==> src/rtl/mm_pkg.sv <==
// Shared types for the mm datapath: ALU opcodes and the alu_mc FSM state encoding.
package mm;

  typedef enum logic [2:0] {
    OP_ADD  = 3'd0,
    OP_SUB  = 3'd1,
    OP_MULT = 3'd2,
    OP_DIV  = 3'd3
  } opcode_e;

  typedef enum logic [1:0] {
    IDLE     = 2'd0,
    DIV_BUSY = 2'd1,
    HOLD     = 2'd2
  } alu_state_e;

endpackage

==> src/rtl/div_iter.sv <==
// Restoring divider on unsigned WIDTH-bit magnitudes; one quotient bit per cycle.
module div_iter #(
  parameter int WIDTH = 8
) (
  input  logic             clk,
  input  logic             rst,
  input  logic             start,
  input  logic [WIDTH-1:0] dividend,
  input  logic [WIDTH-1:0] divisor,
  output logic             busy,
  output logic             done,
  output logic [WIDTH-1:0] quotient,
  output logic [WIDTH-1:0] remainder
);

  localparam int CW = $clog2(WIDTH + 1);

  logic [WIDTH-1:0] quo_reg, rem_reg, dvs_reg;
  logic [CW-1:0]    count_reg;
  logic             busy_reg, done_reg;
  logic [WIDTH:0]   shifted, trial;
  logic             fits;

  // The quotient register doubles as the dividend shifter: its MSB feeds the partial remainder.
  always_comb begin
    shifted = {rem_reg, quo_reg[WIDTH-1]};
    trial   = shifted - {1'b0, dvs_reg};
    fits    = ~trial[WIDTH];
  end

  always_ff @(posedge clk or posedge rst) begin
    if (rst) begin
      quo_reg   <= '0;
      rem_reg   <= '0;
      dvs_reg   <= '0;
      count_reg <= '0;
      busy_reg  <= 1'b0;
      done_reg  <= 1'b0;
    end else begin
      done_reg <= 1'b0;
      if (start) begin
        quo_reg   <= dividend;
        rem_reg   <= '0;
        dvs_reg   <= divisor;
        count_reg <= CW'(WIDTH);
        busy_reg  <= 1'b1;
      end else if (busy_reg) begin
        quo_reg   <= {quo_reg[WIDTH-2:0], fits};
        rem_reg   <= fits ? trial[WIDTH-1:0] : shifted[WIDTH-1:0];
        count_reg <= count_reg - 1'b1;
        if (count_reg == CW'(1)) begin
          busy_reg <= 1'b0;
          done_reg <= 1'b1;
        end
      end
    end
  end

  assign busy      = busy_reg;
  assign done      = done_reg;
  assign quotient  = quo_reg;
  assign remainder = rem_reg;

endmodule

==> src/rtl/alu_mc.sv <==
// Multi-cycle handshaked ALU: single-cycle ADD/SUB/MULT, iterative signed/unsigned DIV.
module alu_mc
  import mm::*;
#(
  parameter int WIDTH  = 8,
  parameter int SIGNED = 1
) (
  input  logic             clk,
  input  logic             rst,
  input  logic             in_valid,
  output logic             in_ready,
  input  opcode_e          opcode,
  input  logic [WIDTH-1:0] operand1,
  input  logic [WIDTH-1:0] operand2,
  output logic             out_valid,
  input  logic             out_ready,
  output logic [WIDTH-1:0] out,
  output logic [WIDTH-1:0] out_hi,
  output logic             ovf,
  output logic             err
);

  localparam logic SGN = (SIGNED != 0);
  localparam logic [WIDTH-1:0] MIN_VAL = {1'b1, {(WIDTH-1){1'b0}}};

  alu_state_e state_reg, state_next;
  logic [WIDTH-1:0] out_reg, out_hi_reg;
  logic             ovf_reg, err_reg;
  logic             q_neg_reg, r_neg_reg, min_ovf_reg;

  logic [WIDTH:0]     sum, dif;
  logic [2*WIDTH-1:0] a_ext, b_ext, prod;
  logic               a_neg, b_neg;
  logic [WIDTH-1:0]   a_mag, b_mag;
  logic [WIDTH-1:0]   res_out, res_hi, div_q, div_r;
  logic               res_ovf, res_err, accept, div_start;
  logic               div_busy, div_done;
  logic [WIDTH-1:0]   div_quo, div_rem;

  always_comb begin
    sum   = {1'b0, operand1} + {1'b0, operand2};
    dif   = {1'b0, operand1} - {1'b0, operand2};
    a_ext = SGN ? {{WIDTH{operand1[WIDTH-1]}}, operand1} : {{WIDTH{1'b0}}, operand1};
    b_ext = SGN ? {{WIDTH{operand2[WIDTH-1]}}, operand2} : {{WIDTH{1'b0}}, operand2};
    prod  = a_ext * b_ext;
    a_neg = SGN & operand1[WIDTH-1];
    b_neg = SGN & operand2[WIDTH-1];
    a_mag = a_neg ? (~operand1 + 1'b1) : operand1;
    b_mag = b_neg ? (~operand2 + 1'b1) : operand2;
  end

  // Results that are ready at accept time; a legal DIV leaves these unused.
  always_comb begin
    res_out = '0;
    res_hi  = '0;
    res_ovf = 1'b0;
    res_err = 1'b0;
    case (opcode)
      OP_ADD: begin
        res_out = sum[WIDTH-1:0];
        res_ovf = SGN ? ((operand1[WIDTH-1] == operand2[WIDTH-1]) &&
                         (sum[WIDTH-1] != operand1[WIDTH-1]))
                      : sum[WIDTH];
      end
      OP_SUB: begin
        res_out = dif[WIDTH-1:0];
        res_ovf = SGN ? ((operand1[WIDTH-1] != operand2[WIDTH-1]) &&
                         (dif[WIDTH-1] != operand1[WIDTH-1]))
                      : dif[WIDTH];
      end
      OP_MULT: begin
        res_out = prod[WIDTH-1:0];
        res_hi  = prod[2*WIDTH-1:WIDTH];
        res_ovf = SGN ? (prod[2*WIDTH-1:WIDTH] != {WIDTH{prod[WIDTH-1]}})
                      : (|prod[2*WIDTH-1:WIDTH]);
      end
      OP_DIV: begin
        if (operand2 == '0) begin
          res_out = '1;
          res_hi  = operand1;
          res_err = 1'b1;
        end
      end
      default: res_err = 1'b1;
    endcase
  end

  always_comb begin
    state_next = state_reg;
    accept     = 1'b0;
    div_start  = 1'b0;
    case (state_reg)
      IDLE: begin
        if (in_valid) begin
          accept = 1'b1;
          if (opcode == OP_DIV && operand2 != '0) begin
            div_start  = 1'b1;
            state_next = DIV_BUSY;
          end else begin
            state_next = HOLD;
          end
        end
      end
      DIV_BUSY: begin
        if (div_done)       state_next = HOLD;
        else if (!div_busy) state_next = IDLE;
      end
      HOLD:    if (out_ready) state_next = IDLE;
      default: state_next = IDLE;
    endcase
  end

  always_ff @(posedge clk or posedge rst) begin
    if (rst) state_reg <= IDLE;
    else     state_reg <= state_next;
  end

  div_iter #(.WIDTH(WIDTH)) u_div (
    .clk       (clk),
    .rst       (rst),
    .start     (div_start),
    .dividend  (a_mag),
    .divisor   (b_mag),
    .busy      (div_busy),
    .done      (div_done),
    .quotient  (div_quo),
    .remainder (div_rem)
  );

  // MIN / -1 needs no special datapath: the unsigned magnitude quotient is already MIN.
  assign div_q = q_neg_reg ? (~div_quo + 1'b1) : div_quo;
  assign div_r = r_neg_reg ? (~div_rem + 1'b1) : div_rem;

  always_ff @(posedge clk or posedge rst) begin
    if (rst) begin
      out_reg     <= '0;
      out_hi_reg  <= '0;
      ovf_reg     <= 1'b0;
      err_reg     <= 1'b0;
      q_neg_reg   <= 1'b0;
      r_neg_reg   <= 1'b0;
      min_ovf_reg <= 1'b0;
    end else if (accept && !div_start) begin
      out_reg    <= res_out;
      out_hi_reg <= res_hi;
      ovf_reg    <= res_ovf;
      err_reg    <= res_err;
    end else if (div_start) begin
      q_neg_reg   <= a_neg ^ b_neg;
      r_neg_reg   <= a_neg;
      min_ovf_reg <= SGN && (operand1 == MIN_VAL) && (operand2 == '1);
    end else if (state_reg == DIV_BUSY && div_done) begin
      out_reg    <= div_q;
      out_hi_reg <= div_r;
      ovf_reg    <= min_ovf_reg;
      err_reg    <= 1'b0;
    end
  end

  assign in_ready  = (state_reg == IDLE);
  assign out_valid = (state_reg == HOLD);
  assign out       = out_reg;
  assign out_hi    = out_hi_reg;
  assign ovf       = ovf_reg;
  assign err       = err_reg;

endmodule

==> config.mk <==
export PLATFORM = sky130hd
export DESIGN_NAME = alu_mc
export DESIGN_NICKNAME = d
export VERILOG_FILES = /design/src/rtl/mm_pkg.sv /design/src/rtl/div_iter.sv /design/src/rtl/alu_mc.sv
export SDC_FILE = /design/constraint.sdc
export NUM_CORES = 1
export LEC_CHECK = 0
export ABC_AREA = 1
export CAP_MARGIN = 40
export CORE_ASPECT_RATIO = 1.4
export CORE_MARGIN = 4
export CORE_UTILIZATION = 45
export DETAILED_ROUTE_END_ITERATION = 16
export SETUP_SLACK_MARGIN = 0.5
export SYNTH_ARGS = -nofsm -noshare
export SYNTH_HDL_FRONTEND = slang
export SYNTH_SLANG_ARGS = --single-unit
==> constraint.sdc <==
create_clock -name clk -period 4.1 [get_ports clk]
set_input_delay 0.41 -clock clk [delete_from_list [all_inputs] [get_ports clk]]
set_output_delay 0.41 -clock clk [all_outputs]
set_load 0.01 [all_outputs]
---- After elaboration in Yosys (flattened, before gate mapping) ----
Index checks and enable logic that the tools add are counted.
storage, ports and cells
  bits in registers ....................... 53
  bits in latches ......................... 0
  memory bits (writable) .................. 0
  ROM bits ................................ 0
  input port bits ......................... 23
  output and inout bits ................... 20
  logic and storage cells ................. 111
  memories ................................ 0
cells by class
  add/subtract/negate cells ............... 8
  $mul .................................... 1
  divide/modulo/power cells ............... 0
  magnitude comparators ................... 0
  equal/unequal tests ..................... 17
  shifts and indexed selects .............. 0
  mux-type cells .......................... 47
  bitwise gates (word level) .............. 7
  reduce and logical (&&, ||, !) cells .... 17
operators by type and width
  kind                                                                     number
  8-bit 2-to-1 mux                                                         17
  8-bit by 1-bit adder with 8-bit output, second input constant            4
  8-bit inverter                                                           4
  8-bit case mux with 4 select lines                                       1
  1-bit 2-to-1 mux                                                         18
  8-bit == test, second input constant                                     2
  8-bit by 8-bit multiplier with 16-bit output                             1
  8-bit case mux with 2 select lines                                       1
  2-bit 2-to-1 mux                                                         5
  9-bit by 8-bit subtractor with 9-bit output                              1
  8-bit adder                                                              1
  8-bit zero test                                                          1
  4-bit 2-to-1 mux                                                         2
  8-bit inequality test                                                    1
  8-bit nonzero test                                                       1
  8-bit subtractor                                                         1
  3-bit by 2-bit == test with 1-bit output, second input constant          2
  1-bit logical AND                                                        6
  2-bit case mux with 3 select lines                                       1
  4-bit by 1-bit == test with 1-bit output, second input constant          1
  2-bit by 1-bit inequality test with 1-bit output, second input constant  2
  2-bit AND reduction                                                      2
  2-bit nonzero test                                                       2
  4-bit by 1-bit subtractor with 4-bit output, second input constant       1
  16 further kinds                                                         19

---- Depth between registers and ports, before layout ----
  depth after elaboration ................. 9
  mapped depth ............................ 29
  depth with buffers taken out ............ 27

---- Modules after synthesis ----
From an unflattened synthesis, not the netlist that was laid out.
second synthesis, totals
  cell total of the unflattened synthesis .. 1092
  area, all modules ....................... 7393.3 um^2
by module, submodules not included
  module    instances  cells an instance  area an instance (um^2)
  alu_mc    1          851                5577.8
  div_iter  1          241                1815.5

---- Worst setup path after synthesis ----
Ideal clock, no wire load.
  kind .................................... input to register
  from .................................... in operand1[7]
  to ...................................... reg ovf_reg (netlist: ovf)
  library setup time ...................... 0.123 ns
  data arrival time ....................... 4.523 ns
  required time ........................... 3.977 ns
  setup slack ............................. -0.547 ns
  stages on the path ...................... 27
  path buffers ............................ 2
  cells stage by stage .................... buf_2 > clkbuf_1 > nand2_1 > inv_1 > fa_1 > inv_1 > fa_1 > inv_1 > fa_1 > inv_1 > fa_1 > inv_1 > ha_1 > nand2_1 > inv_1 > a21oi_1 > nand2_1 > nand2_1 > nand2_1 > inv_1 > nand4_1 > nand2_1 > nand4_1 > nand2_1 > nand2_1 > nand2_1 > a21oi_1
between the ends
  word-level cells in the longest chain between the ends .. 5
  elaborated cells on any way between the ends .. 12
ends and longest elaborated chain
  element                                                                               RTL line       RTL
  from (decl)                                                                           alu_mc.sv:13   input logic [WIDTH-1:0] operand1,
  branches (longest 3 deep; another with 8-bit by 8-bit multiplier with 16-bit output)  -
  1-bit case mux with 3 select lines *                                                  alu_mc.sv:58   case (opcode)
  1-bit 2-to-1 mux *                                                                    alu_mc.sv:143  end else if (accept && !div_start) begin
  to (signal assigned)                                                                  alu_mc.sv:146  ovf_reg <= res_ovf;
  to (signal assigned)                                                                  alu_mc.sv:155  ovf_reg <= min_ovf_reg;
  to (decl)                                                                             alu_mc.sv:28   logic ovf_reg, err_reg;
Every way passes the cells marked *.
A chain may end at the register's enable or synchronous reset.

---- Final worst setup path ----
  from .................................... in operand1[6]
  to ...................................... reg ovf_reg (netlist: ovf)
Same word-level chain as after synthesis.

==> results.cfg <==
[status]
status = finished, violations left
violations = negative setup slack

[setup_path]
r2r-end = u_div.quotient[0]
end_kind = flip-flop
r2r_start = u_div.quotient[7]
worstSetupPathType = in -> reg
path_delay_family = adder cells
crit_fanout = 4
path_common_cell = nand2_1
slowest_delay_ns = 0.60
required_ns = 4.33
startpoint_type = primary input
cp_num_buf_inv = 8
critical_path_arrival_ns = 4.43
startpoint = operand1[6]
crit_slowest_cell = fa_1
reg2reg_depth = 16
reg2reg_slack_ns = 1.45

[job]
maxCapViolCount = 0

[pwr]
clock_power_share_pct = 6.3
internal_power_mw = 3.43
comb_power_share_pct = 79.6
vdd_drop_max_uv = 401
swShare_pct = 49.3
seqPwrFrac_pct = 14.1
power.density_mw_per_mm2 = 737
p_sw_mw = 3.34
p_leak_nw = 4.80

[cts]
cts_buffer_depth = 2
clk_root_buffer_cell = clkbuf_16
cts_buffers = 5
cts_hold_buf = 0
tritoncts = done
insertion_delay_ns = 0.30
clk_pin_slew_ns = 0.07
cts.sinks = 53
htree_levels = 2

[final_layout]
final_cell_mix = 194 x inv_1, 189 x nand2_1, 72 x buf_4
diodes = 0
instances_no_fill = 1323
fillers = 1448
layout_commonest_cell = inv_1
layout.nets = 1270
area.growth.synth_to_final_pct = 30.2
drive_above_1_share_pct = 26.9
multiInputGateArea_mm2 = 0.00525
regArea_mm2 = 0.00133

[global_route]
antenna_found_initial = 0
grt_pass1_wl_um = 34900
grt_overflow = 0
first_global_vias = 6841
grt_max_degree = 37
track_usage_pct = 24.9

[timing]
setup_ws_ns = -0.102
final_hold_viol_count = 0
drv_slew = 0
fmax_mhz = 238
rsz0062_at_grt = yes
min_period_ns = 4.20
tightestPinTransition_ns = 0.754
setup_viol = 3
fin_crit_sh_pct = 102
relSlewSlack_pct = 49.6
fin_skew_ns = 0.0126
setup_tns_ns = -0.214

[logic_synthesis]
synth_nets = 1149
syn-cell-area_mm2 = 0.00705
yosysWarnings = 0
synth_cells = 1009
synth-seq-cells = 53
ys_types = 44
avgSynthCellArea_um2 = 6.99
synth_seq_area_share_pct = 18.8

[floorplan]
die_w_um = 114
row_count = 53
die_area_mm2 = 0.0178
die_h_um = 156
io_pins = 43
initial_core_util_pct = 46.4
core_mm2 = 0.0152

[min_path]
holdCritPathClass = in -> async

[placed_design]
routabilityCongestion = 0.926
post-place-ws_ns = -0.952
io_buffers = 42
dp_hpwl_um = 17900
place_inst = 1291

[drt]
ant_nets = 0
routed_wl_um = 21600
drc = 0
wl_per_cell_um = 16.4
first_pass_iters = 7
first_iter_violations = 283
routed_via_density = 5.13
vias = 6785
[worst max path at each step]
stage | end | cells after the start
floorplan | ovf | 29
global placement | out_hi[2] | 21
detailed placement | out_hi[2] | 21
CTS | ovf | 29
global route | ovf | 27
finish | ovf | 26
[power groups by stage]
stage / logic, mW / registers, mW / clock network, mW
final: 5.38 / 0.955 / 0.428
after global routing: 5.96 / 0.988 / 0.450
after CTS: 4.92 / 0.954 / 0.434
after detailed placement: 4.51 / 0.963 / 0
after global placement: 4.45 / 0.955 / 0
after floorplan: 2.95 / 0.932 / 0
[through the flow]
| stage | hold WS [ns] | area (um2) | util (%) | power [mW] |
|---|---|---|---|---|
| global route | 0.372 | 9170 | 60.4 | 7.40 |
| finish | 0.335 | 9170 | 60.4 | 6.77 |
| detailed placement | 0.448 | 8350 | 55.0 | 5.47 |
| global placement | 0.458 | 8330 | 54.9 | 5.41 |
| floorplan | 0.430 | 7290 | - | 3.88 |
| CTS | 0.336 | 8870 | 58.4 | 6.31 |
[cells in the mapped netlist, drive strengths merged]
library cell | instances | area (um2)
nand2 | 248 | 941
inv | 247 | 932
ha | 59 | 738
nor2 | 59 | 231
fa | 58 | 1160
o21ai | 58 | 290
dfrtp | 53 | 1330
nand3 | 48 | 253
a21oi | 43 | 215
xor2 | 25 | 219
nor3 | 17 | 95.1
clkbuf | 16 | 60.1
buf | 13 | 91.3
nand4 | 10 | 77.6
o221ai | 9 | 78.8
xnor2 | 7 | 61.3
a31oi | 6 | 37.5
o22ai | 6 | 37.5
o21bai | 4 | 30.0
o31ai | 4 | 30.0
nand3b | 3 | 22.5
or2 | 3 | 18.8
a221oi | 2 | 17.5
nor4 | 2 | 12.5
o211ai | 2 | 15.0
o311ai | 2 | 17.5
a211oi | 1 | 7.51
clkinv | 1 | 5.00
nor3b | 1 | 7.51
o2111ai | 1 | 8.76
o41ai | 1 | 8.76
[routing by layer]
metal	vias to the layer above	track usage, %	routed length (um)
li1	3352	-	-
met4	0	10.0	784
met3	47	1.36	477
met5	-	0	0
met2	138	49.3	12200
met1	3248	27.2	8150
[logic make-up after synthesis]
| logic type | count (synthesis) | share of synthesized area [%] |
|---|---|---|
| and+or+nand+nor | 391 | 23.5 |
| AOI/OAI and AO/OA | 139 | 11.3 |
| adders and majority gates | 117 | 26.9 |
| xor gates and xnor gates | 32 | 3.98 |
| DFF | 53 | 18.8 |
| buffers and inverters | 277 | 15.4 |
[area by class of cell]
| type | count | area share [%] |
|---|---|---|
| repair buffers | 143 | 13.7 |
| clock inverters | 2 | 0.150 |
| flip-flops and latches | 53 | 14.5 |
| well taps | 192 | 2.62 |
| multi-input cells | 679 | 57.3 |
| inverters | 248 | 10.4 |
| clock buffers | 6 | 1.40 |
[what timing repair did]
item | 4_1_cts | 5_1_grt
setup endpoints to repair | 12 | 12
pin swaps | 74 | 73
hold endpoints to repair | 0 | 0
setup buffers | 12 | 12
gates resized for setup | 135 | 107
No activity file was read; power rests on OpenSTA's default activity.
